--- config.mk ---
export PLATFORM = sky130hd
export DESIGN_NAME = cpu_control_unit_flat
export DESIGN_NICKNAME = d
export VERILOG_FILES = /design/src/rtl/cpu_control_unit_if.sv /design/src/rtl/cpu_control_unit.sv /design/src/flat_wrapper.sv
export SDC_FILE = /design/constraint.sdc
export NUM_CORES = 1
export LEC_CHECK = 0
export CAP_MARGIN = 20
export CORE_UTILIZATION = 39
export CTS_BUF_LIST = sky130_fd_sc_hd__clkbuf_8
export DETAILED_ROUTE_END_ITERATION = 8
export GPL_TIMING_DRIVEN = 0
export PLACE_DENSITY = 0.8
export SLEW_MARGIN = 5
export SYNTH_ARGS = -nofsm -noshare
export SYNTH_HDL_FRONTEND = slang
export SYNTH_SLANG_ARGS = --single-unit
export TNS_END_PERCENT = 5
--- constraint.sdc ---
create_clock -name clk -period 2.3 [get_ports clk]
set_clock_uncertainty 0.1 [all_clocks]
set_input_delay 0.46 -clock clk [delete_from_list [all_inputs] [get_ports clk]]
set_output_delay 0.46 -clock clk [all_outputs]
set_load 0.02 [all_outputs]
--- src/rtl/cpu_control_unit_if.sv ---
// Memory and ALU port bundle for the accumulator CPU control unit.
interface cpu_control_unit_if;
    logic [15:0] mem_addr;
    logic [15:0] mem_wdata;
    logic        mem_we;
    logic [15:0] mem_rdata;
    logic [3:0]  alu_op;
    logic [15:0] alu_a;
    logic [15:0] alu_b;
    logic [15:0] alu_result;

    modport master (
        output mem_addr, mem_wdata, mem_we, alu_op, alu_a, alu_b,
        input  mem_rdata, alu_result
    );

    modport slave (
        input  mem_addr, mem_wdata, mem_we, alu_op, alu_a, alu_b,
        output mem_rdata, alu_result
    );
endinterface

--- src/rtl/cpu_control_unit.sv ---
// Fetch/decode/execute sequencer for the 16-bit accumulator CPU.
// Define CU_ILLEGAL_TRAP_EN to trap illegal opcodes into HALT; otherwise they run as NOPs.
module cpu_control_unit #(
    parameter logic [15:0] RESET_PC = 16'h0000
) (
    input  logic                  clk,
    input  logic                  reset,
    input  logic                  start,
    cpu_control_unit_if.master    bus,
    output logic [15:0]           pc,
    output logic [15:0]           ac,
    output logic [15:0]           ir,
    output logic                  halted,
    output logic                  illegal,
    output logic                  instr_done
);
    localparam logic [3:0] OP_LOAD  = 4'h1;
    localparam logic [3:0] OP_STORE = 4'h2;
    localparam logic [3:0] OP_ADD   = 4'h3;
    localparam logic [3:0] OP_SUBT  = 4'h4;
    localparam logic [3:0] OP_HALT  = 4'h7;
    localparam logic [3:0] OP_SKIP  = 4'h8;
    localparam logic [3:0] OP_JUMP  = 4'h9;
    localparam logic [3:0] OP_CLEAR = 4'hA;
    localparam logic [3:0] ALU_ADD  = 4'b0000;
    localparam logic [3:0] ALU_SUB  = 4'b0001;

    typedef enum logic [2:0] {
        S_IDLE, S_FETCH, S_LATCH, S_EXEC1, S_EXEC2, S_HALT
    } state_e;

    state_e      state_q, state_d;
    logic [15:0] pc_q, pc_d;
    logic [15:0] ac_q, ac_d;
    logic [15:0] ir_q, ir_d;
    logic        halted_q, halted_d;
    logic        done_q, done_d;
`ifdef CU_ILLEGAL_TRAP_EN
    logic        illegal_q, illegal_d;
`endif

    logic [3:0]  opcode;
    logic [15:0] ea;
    logic        skip;

    assign opcode = ir_q[15:12];
    assign ea     = {4'h0, ir_q[11:0]};

    // SKIPCOND condition on signed ac
    always_comb begin
        unique case (ir_q[11:10])
            2'b00:   skip = ac_q[15];
            2'b01:   skip = (ac_q == 16'h0000);
            2'b10:   skip = !ac_q[15] && (ac_q != 16'h0000);
            default: skip = 1'b0;
        endcase
    end

    always_ff @(posedge clk or posedge reset) begin
        if (reset) begin
            state_q   <= S_IDLE;
            pc_q      <= RESET_PC;
            ac_q      <= 16'h0000;
            ir_q      <= 16'h0000;
            halted_q  <= 1'b0;
            done_q    <= 1'b0;
`ifdef CU_ILLEGAL_TRAP_EN
            illegal_q <= 1'b0;
`endif
        end else begin
            state_q   <= state_d;
            pc_q      <= pc_d;
            ac_q      <= ac_d;
            ir_q      <= ir_d;
            halted_q  <= halted_d;
            done_q    <= done_d;
`ifdef CU_ILLEGAL_TRAP_EN
            illegal_q <= illegal_d;
`endif
        end
    end

    always_comb begin
        state_d      = state_q;
        pc_d         = pc_q;
        ac_d         = ac_q;
        ir_d         = ir_q;
        halted_d     = halted_q;
        done_d       = 1'b0;
`ifdef CU_ILLEGAL_TRAP_EN
        illegal_d    = illegal_q;
`endif
        bus.mem_addr = pc_q;
        bus.mem_we   = 1'b0;
        bus.alu_op   = ALU_ADD;

        unique case (state_q)
            S_IDLE: if (start) state_d = S_FETCH;
            S_FETCH: state_d = S_LATCH;
            S_LATCH: begin
                ir_d    = bus.mem_rdata;
                pc_d    = pc_q + 16'd1;
                state_d = S_EXEC1;
            end
            S_EXEC1: begin
                state_d = S_FETCH;
                done_d  = 1'b1;
                unique case (opcode)
                    OP_LOAD, OP_ADD, OP_SUBT: begin
                        bus.mem_addr = ea;
                        done_d       = 1'b0;
                        state_d      = S_EXEC2;
                    end
                    OP_STORE: begin
                        bus.mem_addr = ea;
                        bus.mem_we   = 1'b1;
                    end
                    OP_JUMP:  pc_d = ea;
                    OP_CLEAR: ac_d = 16'h0000;
                    OP_SKIP:  if (skip) pc_d = pc_q + 16'd1;
                    OP_HALT: begin
                        done_d   = 1'b0;
                        halted_d = 1'b1;
                        state_d  = S_HALT;
                    end
                    default: begin
`ifdef CU_ILLEGAL_TRAP_EN
                        done_d    = 1'b0;
                        illegal_d = 1'b1;
                        halted_d  = 1'b1;
                        state_d   = S_HALT;
`endif
                    end
                endcase
            end
            S_EXEC2: begin
                if (opcode == OP_SUBT) bus.alu_op = ALU_SUB;
                ac_d    = (opcode == OP_LOAD) ? bus.mem_rdata : bus.alu_result;
                done_d  = 1'b1;
                state_d = S_FETCH;
            end
            S_HALT: begin
                if (start) begin
                    halted_d  = 1'b0;
`ifdef CU_ILLEGAL_TRAP_EN
                    illegal_d = 1'b0;
`endif
                    state_d   = S_FETCH;
                end
            end
            default: state_d = S_IDLE;
        endcase
    end

    assign bus.mem_wdata = ac_q;
    assign bus.alu_a     = ac_q;
    assign bus.alu_b     = bus.mem_rdata;

    assign pc         = pc_q;
    assign ac         = ac_q;
    assign ir         = ir_q;
    assign halted     = halted_q;
    assign instr_done = done_q;
`ifdef CU_ILLEGAL_TRAP_EN
    assign illegal    = illegal_q;
`else
    assign illegal    = 1'b0;
`endif
endmodule

--- src/flat_wrapper.sv ---
// flat-port wrapper written by rule: the top's interface ports become plain ports
module cpu_control_unit_flat 
#(
    parameter logic [15:0] RESET_PC = 16'h0000
)
  (clk, reset, start, pc, ac, ir, halted, illegal, instr_done, bus_mem_addr, bus_mem_wdata, bus_mem_we, bus_alu_op, bus_alu_a, bus_alu_b, bus_mem_rdata, bus_alu_result);
  cpu_control_unit_if bus_i ();
  input  logic clk;
  input  logic reset;
  input  logic start;
  output logic [15:0] pc;
  output logic [15:0] ac;
  output logic [15:0] ir;
  output logic halted;
  output logic illegal;
  output logic instr_done;
  output wire logic [$bits(bus_i.mem_addr)-1:0] bus_mem_addr;
  output wire logic [$bits(bus_i.mem_wdata)-1:0] bus_mem_wdata;
  output wire logic [$bits(bus_i.mem_we)-1:0] bus_mem_we;
  output wire logic [$bits(bus_i.alu_op)-1:0] bus_alu_op;
  output wire logic [$bits(bus_i.alu_a)-1:0] bus_alu_a;
  output wire logic [$bits(bus_i.alu_b)-1:0] bus_alu_b;
  input wire logic [$bits(bus_i.mem_rdata)-1:0] bus_mem_rdata;
  input wire logic [$bits(bus_i.alu_result)-1:0] bus_alu_result;
  assign bus_mem_addr = bus_i.mem_addr;
  assign bus_mem_wdata = bus_i.mem_wdata;
  assign bus_mem_we = bus_i.mem_we;
  assign bus_alu_op = bus_i.alu_op;
  assign bus_alu_a = bus_i.alu_a;
  assign bus_alu_b = bus_i.alu_b;
  assign bus_i.mem_rdata = bus_mem_rdata;
  assign bus_i.alu_result = bus_alu_result;
  cpu_control_unit #(.RESET_PC(RESET_PC)) u_core (.clk(clk), .reset(reset), .start(start), .bus(bus_i), .pc(pc), .ac(ac), .ir(ir), .halted(halted), .illegal(illegal), .instr_done(instr_done));
endmodule
# After elaboration in Yosys (flattened, before gate mapping)

Cells that the tools add are included.

Register bits after elaboration: 53
Bits in latches: 0
RAM bits: 0
Memory bits (read-only): 0
Bits of input ports: 35
Output and inout bits: 120
Word-level logic and storage cells: 65
Memories kept: 0

$add $sub $neg: 1
Multiply operators: 0
Divide/modulo/power cells: 0
$lt $le $gt $ge: 0
Eq/ne operators: 21
Shift operators: 0
Multiplexer cells: 21
Bitwise operators: 0
Reductions and logical operators: 16

Operators by type and width:

| kind                  | count |
|---|---|
| $pmux 16 s2           | 3 |
| $mux 16               | 5 |
| $add 16x1->16 const B | 1 |
| $logic_not 16->1      | 1 |
| $reduce_bool 16->1    | 1 |
| $pmux 3 s5            | 1 |
| $eq 4x4->1 const B    | 3 |
| $eq 4x2->1 const B    | 2 |
| $eq 4x3->1 const B    | 2 |
| $reduce_or 4->1       | 2 |
| $eq 3x2->1 const B    | 2 |
| $eq 3x3->1 const B    | 2 |
| $mux 1                | 6 |
| $ne 2x2->1 const B    | 3 |
| $ne 3x2->1 const B    | 2 |
| $pmux 3 s2            | 1 |
| $reduce_and 3->1      | 2 |
| $reduce_bool 2->1     | 3 |
| $eq 4x1->1 const B    | 1 |
| $mux 4                | 1 |
| $pmux 1 s2            | 2 |
| $eq 3x1->1 const B    | 1 |
| $logic_not 3->1       | 1 |
| $mux 3                | 1 |
| other kinds (10)      | 10 |

# Logic depth before layout (Yosys ltp)

Word-level depth: 6
Gate-level depth with buffers: 7
Mapped depth without buffers: 6

# Worst setup path before layout

OpenSTA, ideal clock, no wires.

Path type: reg2out
From: register u_core.ir_q[13] (netlist: u_core.ir[13])
To: output port bus_mem_addr[10]
Arrival: 1986 ps
Required time: 1740 ps
Slack: -246 ps
Cell stages (with the launch flop): 7
Buffers on the path: 2
Path through: dfrtp_1 buf_6 nor2_1 xnor2_1 nor3_2 buf_2 mux2_2

Cells in the longest elaborated chain, start to end: 4
Elaborated cells on any way between the ends: 7

RTL lines:

| item                                     | RTL line                | source |
|---|---|---|
| start, declared                          | cpu_control_unit.sv:35  | `logic [15:0] ir_q, ir_d;` |
| start signal, assigned                   | cpu_control_unit.sv:74  | `ir_q <= ir_d;` |
| $eq 4x2->1, or another cell as far along | cpu_control_unit.sv:108 | `unique case (opcode)` |
| $reduce_or 4->1 (no source line) (*)     | -                       |  |
| $mux 16 (*)                              | cpu_control_unit.sv:108 |  |
| $mux 16 (*)                              | cpu_control_unit.sv:97  | `unique case (state_q)` |
| end, declared                            | flat_wrapper.sv:17      | `output wire logic [$bits(bus_i.mem_addr)-1:0] bus_mem_addr;` |

Mark *: on every way between the ends. The rest lies on a longest branch, timed or not.

# Worst setup path in the final report

From: register u_core.ir_q[13] (netlist: u_core.ir[13])
To: output port bus_mem_addr[1]

Same word-level chain as after synthesis.

==> results.sh <==
export IMPL_status="finished, violations left"
export IMPL_violations="setup timing"
export IMPL_grt_pass1_vias=3077
export IMPL_layout_nets=560
export IMPL_routed_wl_mm=10.5
export IMPL_place_gp_congestion=0.874
export IMPL_yosysWarnings=0
export IMPL_finalHoldViolations=0
export IMPL_setup_violations=16
export IMPL_synthTopCellsByArea="dfrtp_1 (40%), buf_4 (12%), mux2_2 (8.5%)"
export IMPL_cts_sinks=53
export IMPL_ios=155
export IMPL_ys_top_cells_by_count="dfrtp_1 (53), buf_4 (52), o21ai_0 (50)"
export IMPL_fp_dieW_um=94.1
export IMPL_antenna_found_initial=0
export IMPL_relSlewSlack_pct=53.5
export IMPL_cp_arrival_ns=1.96
export IMPL_maxCapViolCount=0
export IMPL_synth_seq_cells=53
export IMPL_grt_util_all_layers_pct=23.5
export IMPL_setup_worst_path_start="u_core.ir[13]"
export IMPL_drive_gt1_share_pct=30.9
export IMPL_grt_setup_unrepaired="true"
export IMPL_clk_latency_ns=0.31
export IMPL_synth_edf_count=0
export IMPL_r2r_start="u_core.ir[13]"
export IMPL_postSynthAreaPerCell_um2=9.42
export IMPL_seq_area_frac_synth_pct=40.1
export IMPL_max_freq_ghz=0.397
export IMPL_die_area_mm2=0.00885
export IMPL_switching_share_pct=44.6
export IMPL_finalPower_uw=8050
export IMPL_postRouteAntennaNets=0
export IMPL_dr_total_vias=3336
export IMPL_via_per_inst=5.30
export IMPL_cp_end_kind="primary output"
export IMPL_cts_tree="yes"
export IMPL_worst_pin_slew_ns=0.693
export IMPL_netlist_area_mm2=0.00331
export IMPL_drc=0
export IMPL_leakage_uw=0.00225
export IMPL_ir_worst_vdd_mv=0.897
export IMPL_hpwl_mm=7.76
export IMPL_period_minus_slack_ns=2.52
export IMPL_critPathCapture="bus_mem_addr[1]"
export IMPL_power_frac_clock_pct=8.3
export IMPL_critical_path_class="flip-flop to primary output"
export IMPL_netlist_instances=351
export IMPL_p_sw_uw=3590
export IMPL_die_h_um=94.1
export IMPL_p_int_uw=4460
export IMPL_reg2reg_slack_ns=-0.02
export IMPL_r2r_end="u_core.pc[0]"
export IMPL_clkSlewWorstSetupHoldPaths_ns=0.10
export IMPL_finalMaxSlewViolations=0
export IMPL_cts_root_buf="clkbuf_8"
export IMPL_required_ns=1.74
export IMPL_yosysTopAreaCell="dfrtp_1"
export IMPL_fillers=670
export IMPL_first_iter_violations=182
export IMPL_max_clock_path_buffers=2
export IMPL_critPathMaxFanout=7
export IMPL_yosysMostFrequentCell="dfrtp_1"
export IMPL_period_share_pct=110
export IMPL_wire_per_inst_um=16.6
export IMPL_async_reset_ff_share_pct=100
export IMPL_reg2reg_depth=6
export IMPL_grt_pass1_wl_mm=16.0
export IMPL_grt_overflow=0
export IMPL_startpoint_type="flip-flop"
export IMPL_synth_main_ff_cell="dfrtp_1"
export IMPL_setup_ws_ns=-0.220
export IMPL_power_frac_comb_pct=66.2
export IMPL_place_port_buffers=150
export IMPL_initial_core_util_pct=40.2
export IMPL_cts_buffers=5
export IMPL_synth_cell_types=44
export IMPL_areaGrowthSynthToFinish_pct=60.0
export IMPL_hold_path_class="input pin to asynchronous set/reset pin"
export IMPL_htreeDepth=2
export IMPL_n_antenna_cell=0
export IMPL_sequentialPowerShare_pct=25.4
export IMPL_dr_pass1_iters=4
export IMPL_whs_ns=0.376
export IMPL_power_density_mw_per_mm2=1520
export IMPL_grt_start_max_net_pins=34
export IMPL_synth_top_area_share_pct=40.1
export IMPL_core_area_mm2=0.00822
export IMPL_num_rows=33
-- critical path: stages (launching register included) --
cell	delay, ns
dfrtp_2	0.47
nor2_4	0.13
xnor2_2	0.09
nor3_4	0.31
buf_6	0.20
mux2_4	0.32
buf_6	0.13
-- timing repair --
action	in CTS	in global routing
gates resized for setup	110	30
buffers inserted	7	5
hold buffers	0	0
gates cloned	1	0
pin swaps	4	3
setup endpoints to repair	33	45
-- layout by cell type, fill, tap and decap left out, drive strengths merged, types with 2 or more instances in the layout --
cell           instances
o211ai                 2
buf                   97
o21ai                 50
a211oi                 3
nor2                  14
nor4                   6
and3                   5
or3                    4
a21oi                 12
nand4                  6
mux2                  25
a31oi                  3
nor2b                  6
clkbuf                14
nand2b                 3
xnor2                  3
mux2i                 19
nand2                 28
dfrtp                 53
nand3                  6
conb                   4
inv                    6
nor4b                  2
nor3                   9
a2bb2oi                4
clkdlybuf4s50        125
-- power by group through the flow --
stage / combinational [uW] / sequential [uW] / clock [uW]
floorplan: 2500 / 2290 / 0
global placement: 4880 / 1970 / 0
detailed placement: 4980 / 2000 / 0
CTS: 5160 / 2010 / 677
global route: 5670 / 2110 / 710
finish: 5330 / 2050 / 672
-- layer usage --
| metal | track usage, % | up-vias | share of wire (%) |
|---|---|---|---|
| met5 | 0 | - | 0 |
| met4 | 7.05 | 0 | 2.0 |
| li1 | - | 1543 | - |
| met3 | 3.16 | 18 | 6.5 |
| met2 | 39.3 | 141 | 49 |
| met1 | 31.4 | 1634 | 43 |
-- metrics by stage --
step	utilization (%)	instances	setup TNS, ns	setup WS [ns]	cell area (um^2)
floorplan	-	354	0	0.00403	3340
global placement	60.5	609	-36.69	-0.704	4970
detailed placement	60.8	610	-8.46	-0.656	4990
CTS	63.0	625	-2.48	-0.214	5180
global route	64.4	630	-4.37	-0.287	5290
finish	64.4	630	-2.31	-0.220	5290
-- worst min path at each step --
stage                         to  slack (ns)  cells after the start
3_3_place_gp   u_core.state_q[1]        0.39                      1
5_1_grt            u_core.ac[10]        0.42                      2
2_1_floorplan  u_core.state_q[1]        0.36                      1
4_1_cts             u_core.ac[9]        0.39                      2
3_5_place_dp       u_core.halted        0.40                      2
6_report            u_core.ac[9]        0.38                      2
-- state kept, by name (all words and copies together) (netlist names) --
| signal | count |
|---|---|
| u_core.halted | 1 |
| u_core.ir | 16 |
| u_core.ac | 16 |
| u_core.instr_done | 1 |
| u_core.pc | 16 |
| u_core.state_q | 3 |
-- cell type report --
type / count / area (um^2) / share of cell area [%]
Timing Repair Buffer: 164 / 1600 / 30.2
Buffer: 66 / 467 / 8.82
Sequential cell: 53 / 1330 / 25.2
Clock inverter: 2 / 37.5 / 0.710
Tap cell: 105 / 131 / 2.48
Clock buffer: 6 / 82.6 / 1.56
Multi-Input combinational cell: 228 / 1620 / 30.6
Inverter: 6 / 22.5 / 0.426
-- kinds of logic (layout without fill, tap and decap cells) --
logic type,count (synthesis),count (layout),synth area share [%]
other cells,1,4,0.113
buf+inv,73,244,14.7
xor+xnor,3,3,0.795
simple gates,94,94,14.9
compound gates,82,82,14.7
mux,44,44,14.3
fa+ha+maj,1,1,0.378
flops,53,53,40.1
Note: power is estimated with default switching activity, not from simulation.
==> edit: new RTL, config.mk and constraints unchanged <==
Register the input `start` before use, cleared by the reset. The logic sees it one clock later. The other inputs are not delayed to match.
--- a/src/rtl/cpu_control_unit.sv
+++ b/src/rtl/cpu_control_unit.sv
@@ -28,6 +28,16 @@
     typedef enum logic [2:0] {
         S_IDLE, S_FETCH, S_LATCH, S_EXEC1, S_EXEC2, S_HALT
     } state_e;
+
+    logic start_q;
+
+    always_ff @(posedge clk or posedge reset) begin
+        if (reset) begin
+            start_q <= '0;
+        end else begin
+            start_q <= start;
+        end
+    end
 
     state_e      state_q, state_d;
     logic [15:0] pc_q, pc_d;
@@ -95,7 +105,7 @@
         bus.alu_op   = ALU_ADD;
 
         unique case (state_q)
-            S_IDLE: if (start) state_d = S_FETCH;
+            S_IDLE: if (start_q) state_d = S_FETCH;
             S_FETCH: state_d = S_LATCH;
             S_LATCH: begin
                 ir_d    = bus.mem_rdata;
@@ -140,7 +150,7 @@
                 state_d = S_FETCH;
             end
             S_HALT: begin
-                if (start) begin
+                if (start_q) begin
                     halted_d  = 1'b0;
 `ifdef CU_ILLEGAL_TRAP_EN
                     illegal_d = 1'b0;
Function: changed (Yosys sat finds a counterexample within 4 cycles, from zero or initial values and one cycle with reset high).
==> edit against the unedited design <==
The flow still finishes with violations (setup timing). Synthesized area increased by 5.4%. Total power increased by 2.4%. Sequential cell count increased by 1. Worst setup slack got worse by 280 ps. Largest power group unchanged. Highest routed layer unchanged. Clock power decreased by 16%. Hold slack improved by 48 ps. Non-clock buffer count increased by 2. Maximum frequency decreased by 9.8%. Final area increased by 3.9%. Sequential share of layout area decreased by 0.46 points. Wire length increased by 0.58%. Die area increased by 5.3%. Critical path type unchanged.
==> edit: results (changes against the unedited design) <==
metric,value,unit,change
status,"finished, violations left",,
violated checks,setup timing,,
slew of the pin with the lowest slew margin,793,ps,+99.7 ps
Syn Area/Cell,10.0,um2,+6.3%
1st-iter DRT viols,278,,+53%
switching share of power,0.446,,about the same
M1 GR Usage,0.292,,-0.0220
top sig layer,met4,,
critical path's top delay family,buffers and inverters,,
vias in the first global route,3084,,+0.23%
Post-synth top cells,"buf_4, dfrtp_1, nand2_1",,
post-layout net count,559,,-0.18%
Final HPWL DP,7690,um,-0.91%
r2r setup slk,20,ps,+40 ps
RD Place Congestion,0.869,,-0.58%
number of I/O port buffers,150,,unchanged
setup TNS,-6830,ps,-4520 ps
first-pass GRT wire length,16000,um,+0.26%
clk_lat worst skew,310,ps,about the same
Via Count,3312,,-0.72%
Worst Path Arrival,2240,ps,+280 ps
setup slack after layout,-496,ps,-275 ps
Yosys cell types,53,,+20%
synth top area cells,"dfrtp_1, buf_4, mux2_2",,
Main synth FF type,dfrtp_1,,
clock buffer depth,2,,unchanged
HP Class,reg -> reg,,
Root Buffer Master,clkbuf_8,,
Fill cells,726,,+8.4%
Global Route Usage Sum,0.226,,-0.00814
share of cells above drive strength 1,0.332,,+0.0235
CP max FO,5,,-2
met2 WL,5210,um,+1.8%
DR WL/cell,16.6,um,+0.26%
met3 usage in global routing,0.0368,,+0.00522
vias per inst,5.24,,-1.0%
H-Tree Depth,2,,unchanged
endpoints failing setup,16,,unchanged
leakage,2.36,nW,+5.0%
met2 global-route usage,0.388,,-0.00503
Clock group,0.000562,W,-16%
power in sequential cells,0.00206,W,
ANT cells,0,,unchanged
sequential fraction of the synthesis area,0.388,,-0.0133
Final ANT Viol Nets,0,,unchanged
Yosys warning count,0,,unchanged
largest net degree at the start of global routing,29,,-15%
VDD IR max,0.758,mV,-16%
met3 WL,808,um,+19%
met1 WL,4380,um,-1.6%
slowest cell delay on critical path,410,ps,-60 ps
CP max-delay cell,dfrtp_2,,
==> edit: cell types whose count changed after synthesis, moves of 5 or more <==
cell      delta
nor2_1       -7
nand2_1      +6
a221oi_1     +5
nor2b_1      -6
mux2_4       +7
o21ai_0     -21
nand3_1      +9
==> edit: area by class of cell <==
class	count	area, um2	area share
buffer	66	518	0.0943
clock buffer	6	82.6	0.0150
clock inverter	2	12.5	0.00228
inverter	4	15.0	0.00273
multi-input combinational	226	1730	0.315
sequential	54	1360	0.247
tap	108	135	0.0246
timing repair buffer	166	1650	0.299
==> edit: kinds of logic (layout without fill, tap and decap cells) <==
group           count (synthesis)  in the layout  synth area share
simple gates                   94             94             0.144
compound gates                 77             77             0.152
buf+inv                        71            244             0.149
flops                          54             54             0.388
mux                            49             49             0.159
fa+ha+maj                       1              1           0.00359
other cells                     1              4           0.00108
xor+xnor                        1              1           0.00251
==> edit: final timing paths <==
path | endpoint | cells after the start | from
worst min-delay path | u_core.halted | 1 | u_core.halted
worst max-delay path | bus_mem_addr[1] | 7 | u_core.ir[13]
max in group asynchronous | u_core.state_q[1] | 3 | reset
worst max register to register | u_core.pc[0] | 6 | u_core.ir[13]
min in group asynchronous | u_core.ac[6] | 2 | reset
worst min register to register | u_core.halted | 1 | u_core.halted
==> edit: metrics by stage <==
stage	setup slack, ps	cell area [um2]	hold slack [ps]	power (W)
4_1_cts	-512	5360	429	0.00808
3_5_place_dp	-659	5150	396	0.00730
5_1_grt	-568	5490	463	0.00875
6_report	-496	5490	423	0.00825
2_1_floorplan	-81.4	3500	386	0.00506
3_3_place_gp	-761	5130	416	0.00719
==> edit: repair_timing <==
item | 4_1_cts | 5_1_grt
hold buffers | 0 | 0
resized for setup | 101 | 26
cloned | 1 | 0
setup buffers | 12 | 2
pin swaps | 4 | 6
endpoints found under the setup margin | 35 | 34
